==> src/rtl/spike_rate_decoder.sv <==
// -----------------------------------------------------------------------------
// spike_rate_decoder
//
// Turns the binary spike train of the network output neuron back into a
// number. A start pulse launches a measurement window of WINDOW clock cycles.
// During the window every rising edge of the spike input is counted (a spike
// held high for several cycles counts once). At the end of the window the
// count, a threshold decision and a saturation flag are latched and offered
// to the host side through a valid/ready handshake.
//
// Ports
//   clk           in   system clock
//   rst           in   synchronous, active-high reset
//   spike         in   neuron_out spike train
//   start         in   launch a window (accepted in IDLE, or in DONE together
//                      with the result handshake for back-to-back windows)
//   busy          out  high while a window is being counted
//   result_valid  out  latched result is available
//   result_ready  in   consumer accepts the result
//   spike_count   out  rising edges counted in the last completed window
//   decision      out  1 when spike_count >= THRESHOLD
//   saturated     out  the count reached its maximum during the window
// -----------------------------------------------------------------------------
module spike_rate_decoder #(
    parameter int WINDOW    = 7168,
    parameter int WIN_WIDTH = 13,
    parameter int CNT_WIDTH = 10,
    parameter int THRESHOLD = 16
) (
    input  logic                 clk,
    input  logic                 rst,
    input  logic                 spike,
    input  logic                 start,
    output logic                 busy,
    output logic                 result_valid,
    input  logic                 result_ready,
    output logic [CNT_WIDTH-1:0] spike_count,
    output logic                 decision,
    output logic                 saturated
);

    typedef enum logic [1:0] {
        S_IDLE  = 2'd0,
        S_COUNT = 2'd1,
        S_DONE  = 2'd2
    } state_t;

    localparam logic [WIN_WIDTH-1:0] LAST_IDX = WIN_WIDTH'(WINDOW - 1);
    localparam logic [CNT_WIDTH-1:0] CNT_MAX  = {CNT_WIDTH{1'b1}};

    // Saturating increment of the running count.
    function automatic logic [CNT_WIDTH-1:0] sat_inc(
        input logic [CNT_WIDTH-1:0] value,
        input logic                 en
    );
        if (en && (value != CNT_MAX)) begin
            return value + CNT_WIDTH'(1);
        end else begin
            return value;
        end
    endfunction

    state_t                 r_state;
    state_t                 w_state_next;
    logic                   w_launch;
    logic                   r_spike_d;
    logic [WIN_WIDTH-1:0]   r_win_cnt;
    logic [CNT_WIDTH-1:0]   r_run_cnt;
    logic                   r_run_sat;
    logic                   r_busy;
    logic                   r_valid;
    logic [CNT_WIDTH-1:0]   r_count;
    logic                   r_decision;
    logic                   r_saturated;

    logic                   w_edge;
    logic                   w_last;
    logic [CNT_WIDTH-1:0]   w_cnt_inc;
    logic                   w_sat_hit;

    assign w_edge    = spike & ~r_spike_d;
    assign w_last    = (r_win_cnt == LAST_IDX);
    assign w_cnt_inc = sat_inc(r_run_cnt, w_edge);
    // The count reaches its ceiling on this edge (or an edge arrives while
    // already pinned there).
    assign w_sat_hit = w_edge && (r_run_cnt >= (CNT_MAX - CNT_WIDTH'(1)));

    assign busy         = r_busy;
    assign result_valid = r_valid;
    assign spike_count  = r_count;
    assign decision     = r_decision;
    assign saturated    = r_saturated;

    // Next-state logic; w_launch marks the cycle a new window is accepted.
    always_comb begin
        w_state_next = r_state;
        w_launch     = 1'b0;
        case (r_state)
            S_IDLE: begin
                if (start) begin
                    w_state_next = S_COUNT;
                    w_launch     = 1'b1;
                end else begin
                    w_state_next = S_IDLE;
                end
            end
            S_COUNT: begin
                if (w_last) begin
                    w_state_next = S_DONE;
                end else begin
                    w_state_next = S_COUNT;
                end
            end
            S_DONE: begin
                if (result_ready) begin
                    if (start) begin
                        w_state_next = S_COUNT;
                        w_launch     = 1'b1;
                    end else begin
                        w_state_next = S_IDLE;
                    end
                end else begin
                    w_state_next = S_DONE;
                end
            end
            default: begin
                w_state_next = S_IDLE;
            end
        endcase
    end

    // FSM state register.
    always_ff @(posedge clk) begin
        if (rst) begin
            r_state <= S_IDLE;
        end else begin
            r_state <= w_state_next;
        end
    end

    // Delayed spike for edge detection; runs in every state.
    always_ff @(posedge clk) begin
        if (rst) begin
            r_spike_d <= 1'b0;
        end else begin
            r_spike_d <= spike;
        end
    end

    // Window counter and running count. The window counter stops at its last
    // index rather than incrementing, so it never wraps.
    always_ff @(posedge clk) begin
        if (rst) begin
            r_win_cnt <= '0;
            r_run_cnt <= '0;
            r_run_sat <= 1'b0;
        end else if (w_launch) begin
            r_win_cnt <= '0;
            r_run_cnt <= '0;
            r_run_sat <= 1'b0;
        end else if (r_state == S_COUNT) begin
            r_run_cnt <= w_cnt_inc;
            r_run_sat <= r_run_sat | w_sat_hit;
            if (!w_last) begin
                r_win_cnt <= r_win_cnt + WIN_WIDTH'(1);
            end else begin
                r_win_cnt <= r_win_cnt;
            end
        end else begin
            r_win_cnt <= r_win_cnt;
            r_run_cnt <= r_run_cnt;
            r_run_sat <= r_run_sat;
        end
    end

    // Registered status flags follow the next state.
    always_ff @(posedge clk) begin
        if (rst) begin
            r_busy  <= 1'b0;
            r_valid <= 1'b0;
        end else begin
            r_busy  <= (w_state_next == S_COUNT);
            r_valid <= (w_state_next == S_DONE);
        end
    end

    // Result registers: loaded only on the last window cycle, including that
    // cycle's edge, and held otherwise.
    always_ff @(posedge clk) begin
        if (rst) begin
            r_count     <= '0;
            r_decision  <= 1'b0;
            r_saturated <= 1'b0;
        end else if ((r_state == S_COUNT) && w_last) begin
            r_count     <= w_cnt_inc;
            r_decision  <= (int'(w_cnt_inc) >= THRESHOLD);
            r_saturated <= r_run_sat | w_sat_hit;
        end else begin
            r_count     <= r_count;
            r_decision  <= r_decision;
            r_saturated <= r_saturated;
        end
    end

endmodule

==> config.mk <==
export PLATFORM = sky130hd
export DESIGN_NAME = spike_rate_decoder
export DESIGN_NICKNAME = d
export VERILOG_FILES = /design/src/rtl/spike_rate_decoder.sv
export SDC_FILE = /design/constraint.sdc
export NUM_CORES = 1
export LEC_CHECK = 0
export BUFFER_PORTS_ARGS = -buffer_cell sky130_fd_sc_hd__buf_2
export CAP_MARGIN = 20
export CORE_ASPECT_RATIO = 0.5
export CORE_MARGIN = 2
export CORE_UTILIZATION = 40
export CTS_BUF_LIST = sky130_fd_sc_hd__clkbuf_4
export CTS_CLUSTER_DIAMETER = 50
export DETAILED_ROUTE_END_ITERATION = 16
export PLACE_DENSITY_LB_ADDON = 0.25
export SETUP_SLACK_MARGIN = 0.5
export SYNTH_ARGS = -nofsm -noshare
export SYNTH_HDL_FRONTEND = slang
export SYNTH_SLANG_ARGS = --single-unit
==> constraint.sdc <==
create_clock -name clk -period 2.9 [get_ports clk]
set_input_delay 0.145 -clock clk [delete_from_list [all_inputs] [get_ports clk]]
set_output_delay 0.145 -clock clk [all_outputs]
set_load 0.02 [all_outputs]
==> summary.txt, run 1 <==
CTS
  – Clk_lat worst skew: 0.35 ns
  – Num CTS Buffers: 5
  – Post-CTS setup buffers: 0
  – Hold buffers post-CTS: 0
  – Sink Count: 41
  – CTS tree: built
  – Root buffer cell: clkbuf_4
  – Clock tree buffer depth: 2
  – Resize count post-CTS: 0
  – Clk slew on worst S/H paths: roughly 0.12 ns
  – CTS H-tree depth: 2

Synthesis
  – Synth unique cells: 52
  – Post-synthesis register bit count: 41
  – Async S/R FF share, synth: 0
  – Post-synthesis sequential area ratio: 0.387
  – Syn. warnings: 0
  – Synth Flop Type: dfxtp_1
  – Post-Syn Nets: around 240
  – EDFF count, synth: 0
  – Synthesized area per cell: approximately 9 µm²
  – Mapped Area: 0.00212 mm²
  – Gate Count Post-Synth: between 200 and 250

STA
  – Worst slew margin: 0.366
  – Final Max Slew Viols: 0
  – RSZ-0062 raised after global routing: false
  – Max Fclk: between 0.4 and 0.5 GHz
  – Setup TNS: 0 ns
  – Final worst path period share: 0.702
  – Final setup fails: 0
  – Min Tclk post-route: around 2.0 ns
  – Final Skew: between 0.005 and 0.006 ns
  – Worst Tran Pin Value: ~0.95 ns
  – Fin. Hold Viols: 0

Layout
  – Util after Layout: 0.454
  – Layout overhead on the synthesized area: 7.31%
  – Design area: between 0.002 and 0.0025 mm²
  – Final net count: 255
  – Diodes inserted: 0
  – Share of cells above drive strength 1: 0.181
  – Final std cells w/o fill: about 320

Route
  – Final WL: about 4100 µm
  – Routed vias: roughly 1600
  – Highest metal used: met4
  – Wire length per cell: between 10 and 15 µm
  – WL met1: 2030 µm
  – DRT Pass-1 Iters: 4
  – Iteration-0 DRC Markers: 46
  – Routed vias/inst: 5.04
  – Post-detailed-route count of antenna-violating nets: 0
  – Met3 routed WL: around 120 µm
  – Met2 WL: between 1500 and 2000 µm
  – DRC Markers: 0

Critical path
  – CP arrival: 2.29 ns
  – Crit-path max FO: 8
  – Worst setup SP type: flip-flop
  – Crit end category: flip-flop
  – Required time worst endpoint: about 3.2 ns
  – Kind of critical path: reg -> reg

Floorplan
  – Die height: between 50 and 60 µm
  – Initial Utilization: 0.423
  – Die width: 107 µm
  – Die area: ~0.0059 mm²
  – Total core area: about 0.0050 mm²
  – Num ports: 19
  – Row count: 18

Placed design
  – DP Area: between 0.002 and 0.0025 mm²
  – HPWL Detailed: around 3000 µm
  – Port buffer count: 18
  – Gpl congestion: 0.874
  – Placed Cells: 310

Global routing
  – Initial antenna violation count: 0
  – Tot GR Track Use: 0.149
  – Largest net degree at the start of global routing: 25
  – Global route overflow: 0
  – Global-route wire length before repair: roughly 7100 µm
  – Number of global-route vias before repair: between 1500 and 2000

Power and ir drop
  – Worst VDD drop: between 0.2 and 0.25 mV
  – Total Power: 1.00 mW
  – Combinational power share: 0.051
  – NetSw: 228 µW
  – Clk pwr share: 0.376
  – Leakage power figure: roughly 0.8 nW
  – Sw Share: 0.228
  – Internal Pwr Total: a little under 800 µW
  – Reg power frac: 0.573
  – PwrDens: roughly 440 mW/mm²

Status
  – Status: finished clean

Flow run
  – Max-Cap Viols: 0

Hold path
  – Worst hold-check path type: in -> reg
critical path: stages (launching register included):
cell	delay (ns)
dfxtp_1	0.50
ha_1	0.32
and3_1	0.32
nand4_1	0.13
mux2_2	0.32
nor3_1	0.23
a31oi_1	0.11
layer usage:
layer,global-route usage,vias to the layer above
met5,0,-
met3,0.0366,6
li1,-,836
met1,0.194,738
met4,0.0575,0
met2,0.239,23
synthesized netlist by cell type, types with 2 or more instances:
master	n	area, µm²
a211oi_1	7	52.6
nor2_1	35	131
nor3_2	2	20.0
buf_4	3	22.5
nand3_2	2	20.0
buf_2	2	10.0
buf_6	3	33.8
nand3_1	9	45.0
nand4_1	7	43.8
nand2_1	22	82.6
mux2i_1	4	40.0
o21ai_0	2	10.0
xor2_1	10	87.6
and3_1	2	12.5
mux2_2	2	22.5
xnor2_1	14	123
ha_1	3	37.5
dfxtp_1	41	821
a221oi_1	2	17.5
nor3_1	8	40.0
a31oi_1	3	18.8
nand2b_1	6	37.5
inv_1	3	11.3
nor4_2	2	25.0
nor2b_1	2	12.5
nor4_1	2	12.5
a21oi_1	9	45.0
clkbuf_1	4	15.0
or3_1	2	12.5
power groups by stage:
stage	Combinational (mW)	Sequential, mW	Clock [mW]
final	0.0509	0.574	0.377
after CTS	0.0513	0.574	0.387
after detailed placement	0.0510	0.586	0
after global routing	0.0566	0.575	0.411
after floorplan	0.0388	0.586	0
after global placement	0.0505	0.586	0
path summary, 6_finish.rpt:
| path | from | to | slack (ns) | depth (start not counted) |
|---|---|---|---|---|
| hold / removal | spike | r_spike_d$_SDFF_PP0_ | 0.04 | 2 |
| setup / recovery | r_run_cnt[1]$_SDFFE_PP0N_ | decision$_SDFFE_PP0N_ | 0.86 | 6 |
| hold reg to reg | spike_count[8]$_SDFFE_PP0N_ | spike_count[8]$_SDFFE_PP0N_ | 0.47 | 2 |
| setup reg to reg | r_run_cnt[1]$_SDFFE_PP0N_ | decision$_SDFFE_PP0N_ | 0.86 | 6 |
through the flow:
step | worst slack [ns] | hold WS [ns]
floorplan | 1.16 | 0.273
detailed placement | 0.890 | 0.403
global route | 0.680 | 0.0453
finish | 0.865 | 0.0360
CTS | 0.862 | 0.0292
global placement | 0.943 | 0.394
cell usage in the layout (no fill, tap or decap), types with 2 or more instances in the layout:
master / n
clkbuf_4: 6
nor4_1: 2
a31oi_1: 3
buf_2: 18
or3_1: 2
nor4_2: 2
ha_1: 3
nand3_1: 9
o21ai_0: 2
a211oi_1: 7
nor3_1: 8
nor2b_1: 2
inv_1: 3
xnor2_1: 14
xor2_1: 10
nand2b_1: 6
mux2_2: 2
nand4_1: 7
nand3_2: 2
a221oi_1: 2
mux2i_1: 4
nor2_1: 35
nand2_1: 22
dfxtp_1: 41
nor3_2: 2
a21oi_1: 9
and3_1: 2
sequential cells by signal, indices dropped and copies added, names as in the netlist, 2 cells and up:
signal / count
r_win_cnt: 13
spike_count: 10
r_run_cnt: 10
r_state: 2
cells by family (layout without fill, tap and decap cells):
kind of cell,Yosys count,after routing,synth area share
flops,41,41,0.387
mux,6,6,0.0295
simple gates,113,113,0.292
xor+xnor,24,24,0.0990
buf+inv,17,29,0.0530
compound gates,32,32,0.122
fa+ha+maj,3,3,0.0177
area by class of cell:
cell class / instances / area [µm²]
Clock buffer: 6 / 45.0
Clock inverter: 2 / 33.8
Fill cell: 508 / 2740
Inverter: 3 / 11.3
Multi-Input combinational cell: 178 / 1190
Sequential cell: 41 / 821
Tap cell: 70 / 87.6
Timing Repair Buffer: 18 / 90.1
Note: power is estimated with default switching activity, not from simulation.
==> run 2, diff against run 1 <==
Settings changed: ABC_AREA from default to 1.
Clock period 2.9 ns to 1.85 ns, I/O delays scaled along.
==> summary.txt, run 2 <==
Critical path
  – Kind of critical path: reg -> reg
  – Crit end category: flip-flop
  – Crit path cell chain: ha_4 > nand2_4 > nor2_4 > nand2_4 > buf_4 > o21ai_4 > buf_6 > nand2_2 > a21oi_2
  – Cell mode on critical path: nand2_4
  – CP max stage cell: dfxtp_2
  – Required time worst endpoint: 2.15 ns (-1.00 ns)
  – Worst setup SP type: flip-flop
  – CP arrival: 1.86 ns (-0.43 ns)
  – Crit-path max FO: 7 (-1)
  – Max incr delay on CP: 0.37 ns (-0.13 ns)

Layout
  – Largest register FFs: 13 (unchanged)
  – Final net count: 366 (+44%)
  – Commonest non-fill, non-tap cell in the layout: nand2_1
  – Fillers: 466 (-8.3%)
  – Share of cells above drive strength 1: 0.429 (+0.248)
  – Register Area: 858 µm² (+4.6%)
  – Diodes inserted: 0 (unchanged)
  – Most frequent cells in the layout: nand2_1 (45), inv_1 (41), nor2_1 (28), dfxtp_1 (23), nand2_2 (22)
  – Multi-input logic area: 0.00135 mm² (+14%)
  – Most flops, register: r_win_cnt
  – Util after Layout: 0.594 (+0.140)
  – Layout overhead on the synthesized area: 39.4%
  – Design area: 0.00301 mm² (+32%)
  – Final std cells w/o fill: 429 (+35%)

Synthesis
  – Synthesized area per cell: 7.19 µm² (-20%)
  – Yosys top cell area share: 0.381 (-0.00605)
  – Ranking of synthesized cells by area: dfxtp_1 (38%), nand2_1 (11%), inv_1 (7.3%)
  – Leading cell types by count after synthesis: nand2_1 (62), inv_1 (42), dfxtp_1 (41)
  – Cell taking the most area after synthesis: dfxtp_1
  – Mapped Area: 0.00216 mm² (+1.6%)
  – Post-synthesis register bit count: 41 (unchanged)
  – EDFF count, synth: 0 (unchanged)
  – Post-Syn Nets: 308 (+26%)
  – Synth Flop Type: dfxtp_1
  – Syn. warnings: 0 (unchanged)
  – Gate Count Post-Synth: 300 (+27%)
  – Async S/R FF share, synth: 0 (unchanged)
  – Post-synthesis sequential area ratio: 0.381 (-0.00605)
  – Synth unique cells: 38 (-27%)
  – Count leader, synth: nand2_1

Global routing
  – Global route overflow: 0 (unchanged)
  – Global-route wire length before repair: 8760 µm (+24%)
  – Initial antenna violation count: 0 (unchanged)
  – Number of global-route vias before repair: 1946 (+26%)
  – Tot GR Track Use: 0.183 (+0.0336)
  – Largest net degree at the start of global routing: 18 (-28%)

Route
  – Final WL: 5700 µm (+39%)
  – Wire length per cell: 13.3 µm (+3.3%)
  – Routed vias/inst: 4.91 (-2.5%)
  – DRT Pass-1 Iters: 4 (unchanged)
  – Routed vias: 2108 (+32%)
  – Post-detailed-route count of antenna-violating nets: 0 (unchanged)
  – Iteration-0 DRC Markers: 57 (+24%)
  – DRC Markers: 0 (unchanged)

CTS
  – CTS H-tree depth: 2 (unchanged)
  – Clk slew on worst S/H paths: 0.12 ns (about the same)
  – CTS tree: built
  – Clock tree buffer depth: 2 (unchanged)
  – Sink Count: 41 (unchanged)
  – Root buffer cell: clkbuf_4
  – Clk_lat worst skew: 0.36 ns (about the same)
  – Num CTS Buffers: 5 (unchanged)

Floorplan
  – Num ports: 19 (unchanged)
  – Die height: 55.9 µm (+0.73%)
  – Die area: 0.00603 mm² (+1.5%)
  – Initial Utilization: 0.426 (+0.00291)
  – Total core area: 0.00507 mm² (+0.90%)
  – Die width: 108 µm (+0.76%)
  – Row count: 18 (unchanged)

Power and ir drop
  – Worst VDD drop: 0.279 mV (+28%)
  – Leakage power figure: 1.30 nW (+60%)
  – PwrDens: 536 mW/mm² (+22%)

STA
  – Worst slew margin: 0.686 (+0.320)
  – Final setup fails: 0 (unchanged)
  – RSZ-0062 raised after global routing: true
  – Setup TNS: 0 ns (unchanged)
  – Final Skew: 0.0119 ns (+0.00685 ns)
  – Fin. Hold Viols: 0 (unchanged)
  – Max Fclk: 0.643 GHz (+31%)
  – Worst Tran Pin Value: 0.471 ns (-0.481 ns)
  – Worst Setup Slack, final: 0.295 ns (-0.570 ns)
  – Final worst path period share: 0.841 (+0.139)
  – Min Tclk post-route: 1.56 ns (-0.480 ns)
  – Final Max Slew Viols: 0 (unchanged)

Placed design
  – Port buffer count: 18 (unchanged)
  – Setup WS pre-CTS: 0.240 ns (-0.651 ns)
  – DP Area: 0.00238 mm² (+8.1%)
  – HPWL Detailed: 3560 µm (+21%)
  – Gpl congestion: 0.857 (-1.9%)
  – Placed Cells: 386 (+25%)

Status
  – Status: finished clean

Hold path
  – Worst hold-check path type: in -> reg

Flow run
  – Max-Cap Viols: 0 (unchanged)
## run 2: changes by cell type in the layout (fill, tap and decap cells not counted), moves of 8 or more
cell	previous run	this run
buf_4	0	21
buf_6	0	11
dfxtp_1	41	23
dfxtp_2	0	12
inv_1	3	41
nand2_1	22	45
nand2_2	0	22
nor2_4	0	8
o21ai_1	0	8
xnor2_1	14	2
## run 2: path summary, 6_finish.rpt
path / startpoint / endpoint / slack, ns / cells after the start
worst max-delay path: r_win_cnt[1]$_SDFFE_PP0P_ / r_win_cnt[12]$_SDFFE_PP0P_ / 0.29 / 9
worst min-delay path: result_ready / r_state[1]$_SDFF_PP0_ / 0.08 / 4
worst max register to register: r_win_cnt[1]$_SDFFE_PP0P_ / r_win_cnt[12]$_SDFFE_PP0P_ / 0.29 / 9
worst min register to register: r_state[0]$_SDFF_PP0_ / r_state[1]$_SDFF_PP0_ / 0.48 / 1
## run 2: repair_timing
action                                 CTS  global route
hold buffers                             2             2
setup buffers                           14            15
gates cloned                             0             2
gates resized for setup                 40            56
endpoints found under the hold margin    5             4
setup endpoints to repair               38            40
pin swaps                               14            23
## run 2: stage by stage
stage               total power [mW]  hold WS, ns
floorplan                       1.06        0.162
global route                    1.70       0.0926
finish                          1.61       0.0789
detailed placement              1.11        0.339
CTS                             1.58      -0.0443
global placement                1.10        0.326
## run 2: cell families after synthesis
logic type / Yosys count / share of synthesized area
AO/OA/AOI/OAI: 56 / 0.150
XOR/XNOR: 8 / 0.0325
adder cells (fa/ha/maj): 3 / 0.0174
buffers and inverters: 53 / 0.103
flip-flops: 41 / 0.381
AND/OR/NAND/NOR: 139 / 0.317
## run 2: routing by layer
layer  up-vias  share of wire  track usage
met5         -              0            0
met2        29           0.50        0.313
met3         9          0.029       0.0468
li1       1082              -            -
met4         0          0.014       0.0604
met1       988           0.46        0.224
## run 2: final cells by class
cell class / instances / share of cell area
Timing Repair Buffer: 55 / 0.144
Inverter: 47 / 0.0666
Multi-Input combinational cell: 206 / 0.450
Tap cell: 70 / 0.0291
Timing Repair inverter: 2 / 0.00915
Clock inverter: 3 / 0.00416
Sequential cell: 41 / 0.285
Clock buffer: 5 / 0.0125
## run 2: worst max-delay path: cells and delay by family (launching register included)
| kind | cells | cell delay, ns |
|---|---|---|
| flip-flops | 1 | 0.37 |
| AND/OR/NAND/NOR | 4 | 0.33 |
| AO/OA/AOI/OAI | 2 | 0.33 |
| buffers and inverters | 2 | 0.32 |
| adder cells (fa/ha/maj) | 1 | 0.15 |
## run 2: where the power goes
group          internal, mW  total (mW)  leakage (nW)  switching, mW
logic                 0.104       0.248         0.931          0.144
clock network         0.138       0.440        0.0300          0.302
registers             0.900       0.924         0.342         0.0234
total                  1.14        1.61          1.30          0.469
==> run 3, diff against run 2 <==
Clock period 1.85 ns to 1.4 ns, I/O delays scaled along.
==> summary.txt, run 3 (synthesis gave the netlist of run 2 again) <==
Status
  – Status: finished, violations left
  – Failing checks: hold timing, setup timing

Placed design
  – DP Area: 0.00278 mm² (+17%)
  – Port buffer count: 18 (unchanged)
  – HPWL Detailed: 3930 µm (+11%)
  – Gpl congestion: 0.855 (-0.26%)

CTS
  – Num CTS Buffers: 5 (unchanged)
  – CTS H-tree depth: 2 (unchanged)
  – CTS tree: built
  – Hold buffers post-CTS: 2 (unchanged)
  – Clock tree buffer depth: 2 (unchanged)
  – Root buffer cell: clkbuf_4
  – Sink Count: 41 (unchanged)
  – Clk_lat worst skew: 0.37 ns (about the same)
  – Clk slew on worst S/H paths: 0.13 ns (about the same)

Critical path
  – Required time worst endpoint: 1.70 ns (-0.45 ns)
  – FF-to-FF End: r_win_cnt[8]$_SDFFE_PP0P_
  – Worst setup SP type: flip-flop
  – Crit path cell chain: ha_4 > nand2_4 > nor2_4 > nand2_4 > o21ai_4 > buf_6 > buf_6 > nand2_2 > a21oi_2
  – Worst R2R Path Depth: 9 (unchanged)
  – R2r startpoint: r_win_cnt[0]$_SDFFE_PP0P_
  – CP arrival: 1.86 ns (about the same)
  – CP max stage cell: dfxtp_2
  – Max incr delay on CP: 0.38 ns (about the same)
  – Crit end category: flip-flop
  – Kind of critical path: reg -> reg
  – Crit-path max FO: 5 (-2)
  – Reg2reg setup slack: -0.16 ns (-0.46 ns)
  – CP Buf/Inv Count: 2 (unchanged)
  – Top cell family by delay on the critical path: flip-flops

Global routing
  – Number of global-route vias before repair: 2156 (+11%)
  – Initial antenna violation count: 0 (unchanged)
  – Global-route wire length before repair: 9890 µm (+13%)
  – Global route overflow: 0 (unchanged)
  – Largest net degree at the start of global routing: 15 (-3)
  – Tot GR Track Use: 0.208 (+0.0251)

Layout
  – Largest register FFs: 13 (unchanged)
  – Register Area: 867 µm² (+1.0%)
  – Most flops, register: r_win_cnt
  – Fillers: 362 (-22%)
  – Design area: 0.00357 mm² (+19%)
  – Multi-input logic area: 0.00159 mm² (+18%)
  – Diodes inserted: 0 (unchanged)
  – Share of cells above drive strength 1: 0.601 (+0.172)
  – Final net count: 395 (+7.9%)
  – Layout overhead on the synthesized area: 65.5%
  – Most frequent cells in the layout: buf_4 (49), inv_1 (37), nand2_1 (34), buf_6 (28), nand2_2 (24)
  – Commonest non-fill, non-tap cell in the layout: buf_4

STA
  – Final setup fails: 35 (+35)
  – Final Skew: 0.00886 ns (-0.00305 ns)
  – Worst Setup Slack, final: -0.164 ns (-0.458 ns)
  – RSZ-0062 raised after global routing: true
  – Worst Tran Pin Value: 0.336 ns (-0.134 ns)
  – Fin. Hold Viols: 2 (+2)
  – Worst slew margin: 0.774 (+0.0878)
  – Min Tclk post-route: 1.56 ns (+0.00845 ns)
  – Final Max Slew Viols: 0 (unchanged)
  – Final worst path period share: 1.12 (+0.276)
  – Final hold slack: -0.0213 ns (-0.100 ns)
  – Max Fclk: 0.640 GHz (-0.54%)

Route
  – Post-detailed-route count of antenna-violating nets: 0 (unchanged)
  – Iteration-0 DRC Markers: 76 (+33%)
  – Final WL: 6610 µm (+16%)
  – Wire length per cell: 14.4 µm (+8.6%)
  – DRT Pass-1 Iters: 4 (unchanged)
  – DRC Markers: 0 (unchanged)
  – Routed vias/inst: 5.03 (+2.3%)
  – Routed vias: 2303 (+9.3%)

Hold path
  – Hold EP: r_state[0]$_SDFF_PP0_
  – Hold Path Depth: 3 (-1)
  – Worst hold-check path type: in -> reg
  – Min-delay src: start

Power and ir drop
  – PwrDens: 644 mW/mm² (+20%)
  – Leakage power figure: 1.57 nW (+21%)
  – Worst VDD drop: 0.306 mV (+9.8%)

Floorplan
  – Die height: 55.9 µm (unchanged)
  – Die area: 0.00603 mm² (unchanged)
  – Num ports: 19 (unchanged)
  – Initial Utilization: 0.426 (unchanged)
  – Total core area: 0.00507 mm² (unchanged)
  – Die width: 108 µm (unchanged)
  – Row count: 18 (unchanged)

Flow run
  – Max-Cap Viols: 0 (unchanged)
[run 3: per-layer routing]
metal | part of all wire | vias up | wire, µm | GRT usage
li1 | - | 1135 | - | -
met4 | 0.016 | 0 | 104 | 0.0549
met3 | 0.025 | 14 | 163 | 0.0398
met2 | 0.52 | 39 | 3450 | 0.369
met5 | 0 | - | 0 | 0
met1 | 0.44 | 1115 | 2890 | 0.258
[run 3: layout make-up]
type	count	area share
well taps	70	0.0245
clock inverters	2	0.00280
inverters	47	0.0557
flip-flops and latches	41	0.243
repair buffers	85	0.212
multi-input cells	206	0.447
repair inverters	1	0.00245
clock buffers	6	0.0126
[run 3: worst max-delay path by stage]
stage                     depth (start not counted)  slack (ns)                      start                           to
final                                             9       -0.16  r_win_cnt[0]$_SDFFE_PP0P_    r_win_cnt[8]$_SDFFE_PP0P_
after global routing                              9       -0.24  r_win_cnt[0]$_SDFFE_PP0P_    r_win_cnt[8]$_SDFFE_PP0P_
after CTS                                        12       -0.12  r_run_cnt[1]$_SDFFE_PP0N_        decision$_SDFFE_PP0N_
after detailed placement                          8       -0.16  r_win_cnt[1]$_SDFFE_PP0P_      result_valid$_SDFF_PP0_
after global placement                           12       -0.07  r_run_cnt[1]$_SDFFE_PP0N_        decision$_SDFFE_PP0N_
after floorplan                                  11       -0.06  r_win_cnt[1]$_SDFFE_PP0P_  spike_count[6]$_SDFFE_PP0N_
[run 3: worst reg2reg max path: stages, from the launching register on]
cell     delay [ns]
dfxtp_2        0.38
ha_4           0.14
nand2_4        0.06
nor2_4         0.13
nand2_4        0.09
o21ai_4        0.22
buf_6          0.12
buf_6          0.12
nand2_2        0.07
a21oi_2        0.16
[run 3: per-stage QoR]
step,worst slack [ns],TNS (ns),power (mW),cells,util
floorplan,-0.0645,-0.167,1.44,300,-
global placement,-0.0692,-0.368,1.54,427,0.549
detailed placement,-0.163,-1.09,1.55,427,0.549
CTS,-0.122,-1.52,2.21,448,0.641
global route,-0.236,-5.87,2.38,458,0.704
finish,-0.164,-2.95,2.30,458,0.704
[run 3: what timing repair did]
item,in CTS,in global routing
setup endpoints to repair,54,54
resized for setup,100,55
endpoints found under the hold margin,5,2
buffers inserted,9,10
pin swaps,25,27
gates cloned,2,0
[run 3: power by group]
part,internal [mW],switching (mW),total (mW)
registers,1.19,0.0271,1.22
clock network,0.211,0.421,0.632
logic,0.198,0.251,0.448
